## config.mk

```make
export PLATFORM = sky130hd
export DESIGN_NAME = asrm_bus_arbiter
export DESIGN_NICKNAME = d
export VERILOG_FILES = /design/src/rtl/asrm_bus_arbiter.sv
export SDC_FILE = /design/constraint.sdc
export NUM_CORES = 1
export LEC_CHECK = 0
export ABC_CLOCK_PERIOD_IN_PS = 2200
export BUFFER_PORTS_ARGS = -buffer_cell sky130_fd_sc_hd__buf_2
export CORE_MARGIN = 2
export CORE_UTILIZATION = 33
export CTS_CLUSTER_DIAMETER = 150
export DETAILED_ROUTE_END_ITERATION = 8
export GPL_TIMING_DRIVEN = 0
export PLACE_DENSITY = 0.62
export SETUP_SLACK_MARGIN = 0.3
export SLEW_MARGIN = 10
export SYNTH_ARGS = -nofsm -noshare
export SYNTH_HDL_FRONTEND = slang
export SYNTH_SLANG_ARGS = --single-unit
```

## constraint.sdc

```tcl
create_clock -name clk -period 2.2 [get_ports clk]
set_input_delay 0.33 -clock clk [delete_from_list [all_inputs] [get_ports clk]]
set_output_delay 0.33 -clock clk [all_outputs]
set_load 0.01 [all_outputs]
```

## src/rtl/asrm_bus_arbiter.sv

```systemverilog
// asrm_bus_arbiter
//
// Two-master round-robin arbiter in front of a single shared system bus with a
// fixed read latency. One transaction is in flight at a time:
//   IDLE   -> sample requests, pick a master, latch its address/data/direction
//   ACCESS -> drive the latched access for ram_latency cycles, capture read data
//             on the last one
//   DONE   -> one-cycle ack to the granted master, record it as last grant
//
// Parameters
//   wordsize     width of every address and data bus
//   ram_latency  cycles from address presentation to valid data_in (1..15)
//
// Ports
//   clk                   rising-edge clock
//   reset                 asynchronous active-high reset
//   mN_req/addr/wdata/we  request from master N (req held until mN_ack)
//   mN_rdata              last read data returned to master N
//   mN_ack                one-cycle completion pulse to master N
//   addr/data_out         shared bus address and write data
//   write_en              shared bus write strobe
//   data_in               shared bus read data
//   busy                  high whenever a transaction is in flight
module asrm_bus_arbiter #(
    parameter int unsigned wordsize    = 16,
    parameter int unsigned ram_latency = 1
) (
    input  logic                clk,
    input  logic                reset,

    input  logic                m0_req,
    input  logic [wordsize-1:0] m0_addr,
    input  logic [wordsize-1:0] m0_wdata,
    input  logic                m0_we,
    output logic [wordsize-1:0] m0_rdata,
    output logic                m0_ack,

    input  logic                m1_req,
    input  logic [wordsize-1:0] m1_addr,
    input  logic [wordsize-1:0] m1_wdata,
    input  logic                m1_we,
    output logic [wordsize-1:0] m1_rdata,
    output logic                m1_ack,

    output logic [wordsize-1:0] addr,
    output logic [wordsize-1:0] data_out,
    output logic                write_en,
    input  logic [wordsize-1:0] data_in,
    output logic                busy
);

    typedef enum logic [1:0] {
        StIdle,
        StAccess,
        StDone
    } state_e;

    // Countdown is 4 bits wide, enough for the legal latency range of 1..15.
    localparam logic [3:0] CntInit = 4'(ram_latency - 1);

    state_e              state_q, state_d;
    logic                grant_q, grant_d;          // 0: master 0, 1: master 1
    logic                last_grant_q, last_grant_d;
    logic                we_q, we_d;
    logic [3:0]          cnt_q, cnt_d;
    logic [wordsize-1:0] addr_q, addr_d;
    logic [wordsize-1:0] dout_q, dout_d;
    logic [wordsize-1:0] rdata0_q, rdata0_d;
    logic [wordsize-1:0] rdata1_q, rdata1_d;

    logic                sel;

    // Winner of the current IDLE cycle: a lone requester wins outright; on a
    // tie the master that was not served last time wins.
    always_comb begin
        if (m0_req && m1_req) begin
            sel = ~last_grant_q;
        end else begin
            sel = m1_req;
        end
    end

    always_comb begin
        state_d      = state_q;
        grant_d      = grant_q;
        last_grant_d = last_grant_q;
        we_d         = we_q;
        cnt_d        = cnt_q;
        addr_d       = addr_q;
        dout_d       = dout_q;
        rdata0_d     = rdata0_q;
        rdata1_d     = rdata1_q;

        unique case (state_q)
            StIdle: begin
                if (m0_req || m1_req) begin
                    grant_d = sel;
                    addr_d  = sel ? m1_addr  : m0_addr;
                    dout_d  = sel ? m1_wdata : m0_wdata;
                    we_d    = sel ? m1_we    : m0_we;
                    cnt_d   = CntInit;
                    state_d = StAccess;
                end
            end
            StAccess: begin
                if (cnt_q != 4'd0) begin
                    cnt_d = cnt_q - 4'd1;
                end else begin
                    // Last access cycle: data_in is valid now.
                    if (!we_q) begin
                        if (grant_q) begin
                            rdata1_d = data_in;
                        end else begin
                            rdata0_d = data_in;
                        end
                    end
                    state_d = StDone;
                end
            end
            StDone: begin
                // No grant here; a still-asserted request is seen next IDLE.
                last_grant_d = grant_q;
                state_d      = StIdle;
            end
            default: begin
                state_d = StIdle;
            end
        endcase
    end

    always_ff @(posedge clk or posedge reset) begin
        if (reset) begin
            state_q      <= StIdle;
            grant_q      <= 1'b0;
            last_grant_q <= 1'b1;   // master 0 wins the first tie
            we_q         <= 1'b0;
            cnt_q        <= 4'd0;
            addr_q       <= '0;
            dout_q       <= '0;
            rdata0_q     <= '0;
            rdata1_q     <= '0;
        end else begin
            state_q      <= state_d;
            grant_q      <= grant_d;
            last_grant_q <= last_grant_d;
            we_q         <= we_d;
            cnt_q        <= cnt_d;
            addr_q       <= addr_d;
            dout_q       <= dout_d;
            rdata0_q     <= rdata0_d;
            rdata1_q     <= rdata1_d;
        end
    end

    // Outputs decode straight from registered state so reset clears them
    // without waiting for a clock edge.
    always_comb begin
        addr     = addr_q;
        data_out = dout_q;
        m0_rdata = rdata0_q;
        m1_rdata = rdata1_q;
        write_en = (state_q == StAccess) && we_q;
        m0_ack   = (state_q == StDone) && !grant_q;
        m1_ack   = (state_q == StDone) && grant_q;
        busy     = (state_q != StIdle);
    end

endmodule

```

# Yosys cells after proc, flatten, opt, wreduce, memory -nomap -nowiden
# Cells that the tools add are included.
[totals]
regBits = 73
input_bits = 86
out_inout_bits = 68
word_cells = 44
[op_classes]
add_sub_neg = 1
eq_ne = 5
n_mux = 10
n_bitwise = 4
reduce_logical = 15
[ops]
columns = ["operator", "n"]
rows = [
  ["16-bit 2-to-1 mux", 2],
  ["4-bit 2-to-1 mux", 2],
  ["4-bit one-hot mux with 2 select lines", 1],
  ["4-bit AND reduction", 2],
  ["2-bit != test, second input constant", 3],
  ["1-bit logical AND", 4],
  ["2-bit 2-to-1 mux", 2],
  ["1-bit NOT", 4],
  ["2-bit one-hot mux with 2 select lines", 1],
  ["2-bit AND reduction", 2],
  ["2-bit nonzero test", 2],
  ["4-bit nonzero test", 1],
  ["4-bit by 1-bit subtractor with 4-bit output, second input constant", 1],
  ["3-bit AND reduction", 1],
  ["2-bit by 1-bit equality test with 1-bit output, second input constant", 1],
  ["2-bit equality test, second input constant", 1],
  ["2-bit logical NOT", 1],
  ["1-bit 2-to-1 mux", 2],
  ["1-bit logical NOT", 1],
  ["1-bit logical OR", 1],
]

# Longest topological paths before layout
# Gate-level depths: netlist (run 1).
[logic_depth]
word_depth = 3
depth_mapped = 8
ltp_nobuf = 5

# Worst setup path after synthesis (run 1)
# No wires, ideal clock.
[synth_path]
path_type = "register to register"
start = "register cnt_q[0]"
end = "register rdata0_q[0], in the netlist m0_rdata[0]"
setup_time_ns = 0.125
arrival_ns = 2.068
required_ns = 2.075
slack_ns = 0.007
stages_incl_launch_ff = 9
path_buffers = 3
period_less_slack_ns = 2.193
cell_sequence = "dfrtp_1 -> inv_1 -> ha_1 -> or3b_1 -> buf_2 -> or4_1 -> buf_6 -> buf_12 -> mux2_4"
[synth_via]
elab_chain_cells = 3
[synth_rtl]
columns = ["element", "line_no", "source"]
rows = [
  ["start: declaration", "65", "logic [3:0] cnt_q, cnt_d;"],
  ["start signal: assignment", "147", "cnt_q <= cnt_d;"],
  ["4-bit nonzero test", "106", "if (cnt_q != 4'd0) begin"],
  ["1-bit NOT (no source line)", "-", ""],
  ["4-bit AND reduction (no source line)", "-", ""],
  ["end signal: assignment", "150", "rdata0_q <= rdata0_d;"],
  ["end: declaration", "68", "logic [wordsize-1:0] rdata0_q, rdata0_d;"],
]
# Every way passes these cells.
# A chain may end at the register's enable or synchronous reset.

# Worst setup path after layout (run 1)
[layout_path]
start = "register cnt_q[0]"
end = "register rdata0_q[6], in the netlist m0_rdata[6]"
# Same word-level chain as after synthesis.

==> implementation parameters, run 1 <==
Parameter                              Value

Worst setup path
  Element type at the critical path end ... flip-flop
  Type of the worst setup path ... flip-flop to flip-flop
  Flop2flop setup slack ... 0.01 ns
  Reg2Reg Depth ... 8
  Capture point of the worst path ... m0_rdata[6]
  Data arrival time of the critical path ... 2.41 ns
  WP data required ... 2.42 ns
  Launch point of the critical path ... cnt_q[0]
  Reg-to-reg critical path endpoint ... m0_rdata[6]
  Crit path max fanout ... 10
  Reg-to-reg startpoint ... cnt_q[0]
  Worst setup SP type ... flip-flop

Placed design
  Dpl hpwl ... 6.25 mm
  Placer's final routability congestion estimate ... between 0.7 and 0.8
  Count of port buffers added during placement ... between 150 and 200

Floorplan
  Overall die area ... 10,700 µm²
  Number of top-level pins ... 154
  Standard-cell row count ... 36
  Die span in y ... a little over 100 µm
  CORE AREA ... 9680 µm²
  Overall die width ... just over 100 µm
  Initial Util ... 33.8%

Synth
  Number of enable-type register cells in the synthesized netlist ... 0
  Number of cells produced by synthesis ... 300
  Flop and latch count out of synthesis ... 73
  Total standard cell area after synthesis ... 3270 µm²
  Mean post-synth cell area ... 10.9 µm²
  Sequential-to-total area share from yosys stat ... 55.8%
  Post-synth net total ... about 390
  Most used DFF post-synth ... sky130_fd_sc_hd__dfrtp_1
  Synth async-reset ratio ... 100%
  Distinct cells, synth ... 33
  Warnings, synthesis ... 0

Pwr
  Leakage power of the design ... 2.31 nW
  Peak supply drop ... 474 µV
  PwrDens ... 1440 nW/µm²

Worst hold path
  Cell count of the worst hold path ... 2
  Tightest Hold Check Type ... input port to flip-flop
  Launch instance of the worst min-delay path ... data_in[11]

STA
  Final worst-path cycle share ... 99.5%
  Max-slew violations ... 0
  Hold_ws ... 0.237 ns
  Setup repair after global routing missed its margin ... true
  Final hold viol count ... 0
  Tightest Pin Transition ... 0.628 ns
  Final critical delay including setup and external delays ... 2.19 ns
  Setup-failing EPs final ... 0
  Relative slew slack ... 58.1%
  Clock skew ... 0.00696 ns
  Upper clock frequency limit ... 457 MHz

Global routing
  Initial antenna violation count ... 0
  Via count of the first global-routing pass ... 2,854
  Global-route wire length before repair ... 14.4 mm
  Aggregate global-route resource usage ... between 10% and 20%
  Overflow after GRT ... 0
  Largest net degree at the start of global routing ... 33

Final layout
  Count of antenna diodes in the layout ... 0
  Final core utilization ... 47.9%
  Most frequent standard cell in the layout excluding fill and tap cells ... sky130_fd_sc_hd__buf_2
  Storage element area ... 1830 µm²
  Fill count ... 940
  Nets@finish ... between 500 and 600
  Most used cells in the layout excluding fill and tap cells ... sky130_fd_sc_hd__buf_2 (153), sky130_fd_sc_hd__dfrtp_1 (72), sky130_fd_sc_hd__nand2_1 (66)
  Share of layout cells above drive strength 1 ... roughly half
  Relative area change from synthesis to final layout ... 41.7%
  Footprint of the multi-input gates ... 1310 µm²

Clock network
  Number of buffers added by the clock tree synthesis step ... 9
  Clk Tree Root Cell ... sky130_fd_sc_hd__clkbuf_8
  TritonCTS clock tree ... yes
  Total clock sinks ... 73
  Level count of the clock H-tree ... 3
  Max clock buf depth ... 2
  Clock edge transition at the registers on the reported setup and hold paths ... 0.07 ns
  Clock latency reported for the late side of the worst-skew pair ... 0.34 ns

Routing
  Total via count after detailed routing ... 2,908
  Routed wire length ... 8.58 mm
  DR WL/cell ... 13.9 µm
  Number of DRC markers in iteration 0 ... 105
  Via count normalized by instance count ... between 4 and 5
  DRC errors left ... 0
  Detail Route Antenna Nets ... 0
  Pre-antenna DRT Iters ... 4

Flow run
  Number of max-cap violations ... 0

Run status
  Outcome ... completed
-- synth_stat cells (2+ instances only) --
master / number / share of area (%)
sky130_fd_sc_hd__nand2_1: 66 / 7.6
sky130_fd_sc_hd__dfrtp_1: 72 / 55
sky130_fd_sc_hd__o21ai_0: 2 / 0.31
sky130_fd_sc_hd__and2_1: 3 / 0.57
sky130_fd_sc_hd__or4_1: 3 / 0.69
sky130_fd_sc_hd__mux2_4: 20 / 9.2
sky130_fd_sc_hd__nor2_1: 4 / 0.46
sky130_fd_sc_hd__nor2b_1: 2 / 0.38
sky130_fd_sc_hd__nand2b_1: 2 / 0.38
sky130_fd_sc_hd__a31oi_1: 33 / 6.3
sky130_fd_sc_hd__a21oi_1: 34 / 5.2
sky130_fd_sc_hd__ha_1: 2 / 0.76
sky130_fd_sc_hd__clkbuf_1: 18 / 2.1
sky130_fd_sc_hd__buf_12: 2 / 1.2
sky130_fd_sc_hd__inv_1: 7 / 0.80
sky130_fd_sc_hd__buf_6: 2 / 0.69
sky130_fd_sc_hd__mux2_2: 12 / 4.1
-- routing by layer --
metal / GRT usage [%] / share of wire (%) / vias up
met5: 0 / 0 / -
met4: 5.50 / 1.3 / 0
met3: 3.65 / 6.8 / 11
met2: 25.5 / 45 / 122
met1: 22.8 / 47 / 1372
li1: - / - / 1403
-- how the worst min path moves through the flow --
stage              endpoint
3_5_place_dp       addr[12]
5_1_grt         m0_rdata[2]
2_1_floorplan       addr[5]
4_1_cts         data_out[7]
3_3_place_gp   m0_rdata[14]
6_report       m1_rdata[11]
-- cells by family (layout without fill, tap and decap cells) --
| group | Yosys count | count (layout) | share of synthesized area [%] |
|---|---|---|---|
| DFF | 73 | 73 | 55.8 |
| adders and majority gates | 2 | 2 | 0.764 |
| and+or+nand+nor | 85 | 85 | 11.0 |
| muxes | 32 | 32 | 13.3 |
| AOI/OAI and AO/OA | 78 | 78 | 14.1 |
| buffers and inverters | 30 | 214 | 4.93 |
-- final cells by class --
type	instances	area share, %
well taps	133	3.59
inverters	7	0.647
plain buffers	23	3.37
flip-flops and latches	73	39.4
multi-input cells	197	28.3
clock buffers	11	2.83
repair buffers	168	20.1
clock inverters	5	1.73
-- critical path, cell delays in order, from the launching register on --
cell and delay (ns):
sky130_fd_sc_hd__dfrtp_1 0.38, sky130_fd_sc_hd__inv_2 0.08, sky130_fd_sc_hd__ha_4 0.13, sky130_fd_sc_hd__or3b_4 0.37, sky130_fd_sc_hd__buf_6 0.13, sky130_fd_sc_hd__or4_4 0.42
sky130_fd_sc_hd__buf_8 0.14, sky130_fd_sc_hd__buf_12 0.14, sky130_fd_sc_hd__mux2_4 0.30
-- registers in the layout, indices dropped and copies added (netlist names) --
register / cells
m1_rdata: 16
addr: 16
m0_rdata: 16
cnt_q: 4
grant_q: 1
last_grant_q: 1
state_q: 2
we_q: 1
data_out: 16
-- per-stage QoR --
stage	setup slack (ns)	cell area, µm²	power [W]	cells	TNS, ns
floorplan	0.0471	3300	0.00426	300	0
global placement	-0.0776	4240	0.00533	586	-2.25
detailed placement	-0.0445	4280	0.00539	588	-0.843
CTS	0.00774	4610	0.00668	614	0
global route	-0.0442	4640	0.00718	617	-0.792
finish	0.0107	4640	0.00667	617	0
-- power by group --
| part | leakage [nW] | internal [W] | switching [W] |
|---|---|---|---|
| clock | 0.0995 | 0.000638 | 0.000492 |
| sequential | 0.842 | 0.00204 | 0.000378 |
| combinational | 1.37 | 0.00158 | 0.00155 |
| total | 2.31 | 0.00425 | 0.00242 |
-- what timing repair did --
| action | in CTS | in global routing |
|---|---|---|
| gates cloned | 1 | 0 |
| hold buffers | 1 | 0 |
| buffers inserted | 8 | 3 |
| pin swaps | 0 | 1 |
| gates resized for setup | 9 | 8 |
| endpoints found under the hold margin | 15 | 0 |
| setup endpoints to repair | 63 | 63 |
Note: power is estimated with default switching activity, not from simulation.
==> run 2: changes to the inputs <==
Settings changed: ABC_AREA set to 1, PLACE_DENSITY 0.62 to 0.63.
==> run 2 against run 1 <==
Net effect: fmax rose by 33%; clock skew increased by 0.0094 ns; critical path depth down 4; die area is 1.4% lower; synthesized cell count grew 25%; via count increased by 8.3%; largest cell class unchanged; highest routed layer unchanged.
==> implementation parameters, run 2 <==
Parameter                              Value

Run status
  Outcome ... completed

Synth
  Largest family of logic cells by synthesized area ... simple AND/OR/NAND/NOR gates
  Library cell with the highest instance count after synthesis ... sky130_fd_sc_hd__nand2_1
  Synthesized-area fraction occupied by xor and xnor cells ... 0.271% (+0.27 points)
  Most used DFF post-synth ... sky130_fd_sc_hd__dfrtp_1
  Mean post-synth cell area ... 8.63 µm² (-21%)
  Leading cell types by total area after synthesis ... sky130_fd_sc_hd__dfrtp_1 (56%), sky130_fd_sc_hd__nand2_1 (13%), sky130_fd_sc_hd__o21ai_1 (12%)
  Post-synthesis share of cell area spent on and, or, nand and nor gates ... 21.3% (+10 points)
  Number of enable-type register cells in the synthesized netlist ... 0 (unchanged)
  Total standard cell area after synthesis ... 3230 µm² (-1.4%)
  Compound-Gate Fraction of Synth Area ... 16.2% (+2.1 points)
  Number of cells produced by synthesis ... 374 (+25%)
  Post-synth net total ... 462 (+19%)
  Adder-cell share of the synthesized area ... 0.775% (+0.011 points)
  Sequential-to-total area share from yosys stat ... 56.6% (+0.80 points)
  Mux cell area share after synthesis ... 0% (-13 points)
  Library cell with the largest summed area after synthesis ... sky130_fd_sc_hd__dfrtp_1
  Area share of the largest cell type after synthesis ... 55.8% (+0.79 points)
  Warnings, synthesis ... 0 (unchanged)
  Most frequent cells after synthesis ... sky130_fd_sc_hd__nand2_1 (108), sky130_fd_sc_hd__o21ai_1 (76), sky130_fd_sc_hd__dfrtp_1 (72), sky130_fd_sc_hd__nor2_1 (43), sky130_fd_sc_hd__o21ai_0 (27)
  Distinct cells, synth ... 25 (-24%)
  Flop and latch count out of synthesis ... 73 (unchanged)
  Synth async-reset ratio ... 100% (unchanged)

Global routing
  Largest net degree at the start of global routing ... 37 (+12%)
  Via count of the first global-routing pass ... 2,971 (+4.1%)
  Initial antenna violation count ... 0 (unchanged)
  Overflow after GRT ... 0 (unchanged)
  Aggregate global-route resource usage ... 16.8% (+0.35 points)
  Global-route wire length before repair ... 14.1 mm (-1.9%)

Pwr
  PwrDens ... 1430 nW/µm² (-0.65%)
  Combinational share of power ... 45.3% (-1.5 points)
  Pint ... 0.00365 W (-14%)
  Final Power ... 0.00631 W (-5.5%)
  Total net switching power ... 0.00266 W (+9.9%)
  Peak supply drop ... 508 µV (+7.1%)
  Switching fraction of total power ... 42.1% (+5.9 points)
  Sequential share of power ... 37.7% (+1.5 points)
  Clock power frac ... 17.0% (about the same)
  Leakage power of the design ... 2.32 nW (+0.28%)

Clock network
  Clock latency reported for the late side of the worst-skew pair ... 0.34 ns (about the same)
  Clock edge transition at the registers on the reported setup and hold paths ... 0.09 ns (+0.02 ns)
  Post CTS Setup Buffer Count ... 0 (-8)
  Clk Tree Root Cell ... sky130_fd_sc_hd__clkbuf_8
  Number of buffers added by the clock tree synthesis step ... 9 (unchanged)
  TritonCTS clock tree ... yes
  Max clock buf depth ... 2 (unchanged)
  Post-cts sizing count ... 0 (-9)
  Level count of the clock H-tree ... 3 (unchanged)
  Total clock sinks ... 73 (unchanged)

Worst hold path
  Tightest Hold Check Type ... input port to flip-flop
  Hold path endpoint ... m0_rdata[0]
  Cell count of the worst hold path ... 3 (+1)
  Launch instance of the worst min-delay path ... data_in[0]

STA
  Post-route worst setup slack ... 0.554 ns (+0.543 ns)
  Relative slew slack ... 68.5% (+10 points)
  Max-slew violations ... 0 (unchanged)
  Setup repair after global routing missed its margin ... false
  Final critical delay including setup and external delays ... 1.65 ns (-0.543 ns)
  Total negative setup slack ... 0 ns (unchanged)
  Upper clock frequency limit ... 607 MHz (+33%)
  Hold_ws ... 0.208 ns (-0.0292 ns)
  Final worst-path cycle share ... 74.8% (-25 points)
  Final hold viol count ... 0 (unchanged)
  Setup-failing EPs final ... 0 (unchanged)
  Tightest Pin Transition ... 0.473 ns (-0.155 ns)
  Clock skew ... 0.0164 ns (+0.00944 ns)

Worst setup path
  Flop2flop setup slack ... 0.69 ns (+0.68 ns)
  Worst setup SP type ... flip-flop
  Reg-to-reg startpoint ... last_grant_q
  Data arrival time of the critical path ... 1.32 ns (-1.09 ns)
  WP data required ... 1.87 ns (-0.55 ns)
  Reg-to-reg critical path endpoint ... addr[14]
  Crit path max fanout ... 6 (-4)
  Type of the worst setup path ... flip-flop to primary output
  Reg2Reg Depth ... 5 (-3)
  Element type at the critical path end ... primary output

Final layout
  Share of layout cells above drive strength 1 ... 36.8% (-12 points)
  Footprint of the multi-input gates ... 1240 µm² (-5.2%)
  Relative area change from synthesis to final layout ... 36.8%
  Most used cells in the layout excluding fill and tap cells ... sky130_fd_sc_hd__buf_2 (164), sky130_fd_sc_hd__nand2_1 (108), sky130_fd_sc_hd__o21ai_1 (76)
  Count of antenna diodes in the layout ... 0 (unchanged)
  Nets@finish ... 629 (+11%)
  Storage element area ... 1830 µm² (unchanged)
  Final core utilization ... 45.8% (-2.1 points)
  Fill count ... 1,017 (+8.2%)
  Most frequent standard cell in the layout excluding fill and tap cells ... sky130_fd_sc_hd__buf_2

Routing
  DR WL/cell ... 13.0 µm (-6.5%)
  Routed wire length ... 8.83 mm (+2.9%)
  Number of DRC markers in iteration 0 ... 80 (-24%)
  Total via count after detailed routing ... 3,148 (+8.3%)
  Via count normalized by instance count ... 4.64 (-1.6%)
  Pre-antenna DRT Iters ... 4 (unchanged)
  DRC errors left ... 0 (unchanged)
  Detail Route Antenna Nets ... 0 (unchanged)

Floorplan
  Standard-cell row count ... 36 (unchanged)
  Overall die area ... 10,600 µm² (-1.4%)
  Number of top-level pins ... 154 (unchanged)
  Initial Util ... 33.5% (-0.32 points)
  Overall die width ... 103 µm (-0.68%)
  Die span in y ... 103 µm (-0.68%)
  CORE AREA ... 9640 µm² (-0.47%)

Flow run
  Number of max-cap violations ... 0 (unchanged)

Placed design
  Count of port buffers added during placement ... 153 (unchanged)
  Dpl hpwl ... 6.70 mm (+7.2%)
  Pre-CTS setup slack ... 0.683 ns (+0.727 ns)
  Placer's final routability congestion estimate ... 0.796 (+7.1%)
[run 2: cell types whose count changed after synthesis, moves of 12 or more]
cell / change
sky130_fd_sc_hd__mux2_2: -12
sky130_fd_sc_hd__o21ai_0: +25
sky130_fd_sc_hd__clkbuf_1: -16
sky130_fd_sc_hd__o21ai_1: +76
sky130_fd_sc_hd__a31oi_1: -33
sky130_fd_sc_hd__nand2_1: +42
sky130_fd_sc_hd__nor2_1: +39
sky130_fd_sc_hd__a21oi_1: -34
sky130_fd_sc_hd__mux2_4: -20
[run 2: power by group through the flow]
stage / clock network [W] / logic (W) / registers [W]
floorplan: 0 / 0.00148 / 0.00264
finish: 0.00107 / 0.00286 / 0.00238
global placement: 0 / 0.00283 / 0.00239
CTS: 0.00111 / 0.00290 / 0.00238
global route: 0.00116 / 0.00327 / 0.00246
detailed placement: 0 / 0.00291 / 0.00240
[run 2: worst max-delay path by stage]
stage	startpoint	end
after global placement	reset	addr[15]
final	state_q[1]	write_en
after global routing	state_q[1]	write_en
after floorplan	cnt_q[0]	m0_rdata[10]
after detailed placement	last_grant_q	addr[12]
after CTS	state_q[1]	write_en
[run 2: critical path: stages (launching register included)]
cell,delay (ns)
sky130_fd_sc_hd__dfrtp_1,0.42
sky130_fd_sc_hd__nor2_4,0.23
sky130_fd_sc_hd__inv_1,0.10
sky130_fd_sc_hd__nor2_1,0.09
sky130_fd_sc_hd__buf_2,0.14
[run 2: logic make-up after synthesis]
logic type,count (synthesis)
AOI/OAI and AO/OA,104
xor gates and xnor gates,1
buffers and inverters,32
DFF,73
adders and majority gates,2
and+or+nand+nor,162
[run 2: what timing repair did]
action,in CTS,in global routing
endpoints found under the setup margin,0,0
hold buffers,1,0
hold endpoints to repair,5,0
[run 2: area by class of cell]
type,count,share of cell area [%]
plain buffers,20,2.47
multi-input cells,269,28.2
flip-flops and latches,73,41.4
inverters,12,1.11
clock inverters,6,1.47
well taps,133,3.77
repair buffers,156,18.5
clock buffers,10,3.12
[run 2: stage by stage]
stage | cell area [µm²] | std cells
2_1_floorplan | 3230 | 374
3_3_place_gp | 4160 | 660
3_5_place_dp | 4200 | 662
4_1_cts | 4420 | 679
5_1_grt | 4420 | 679
6_report | 4420 | 679
[run 2: metal layers]
metal | part of all wire (%) | up-vias | global-route usage, %
met5 | 0 | - | 0
met4 | 1.1 | 0 | 5.26
met3 | 8.7 | 9 | 4.95
met2 | 45 | 131 | 26.8
met1 | 45 | 1462 | 22.0
li1 | - | 1546 | -
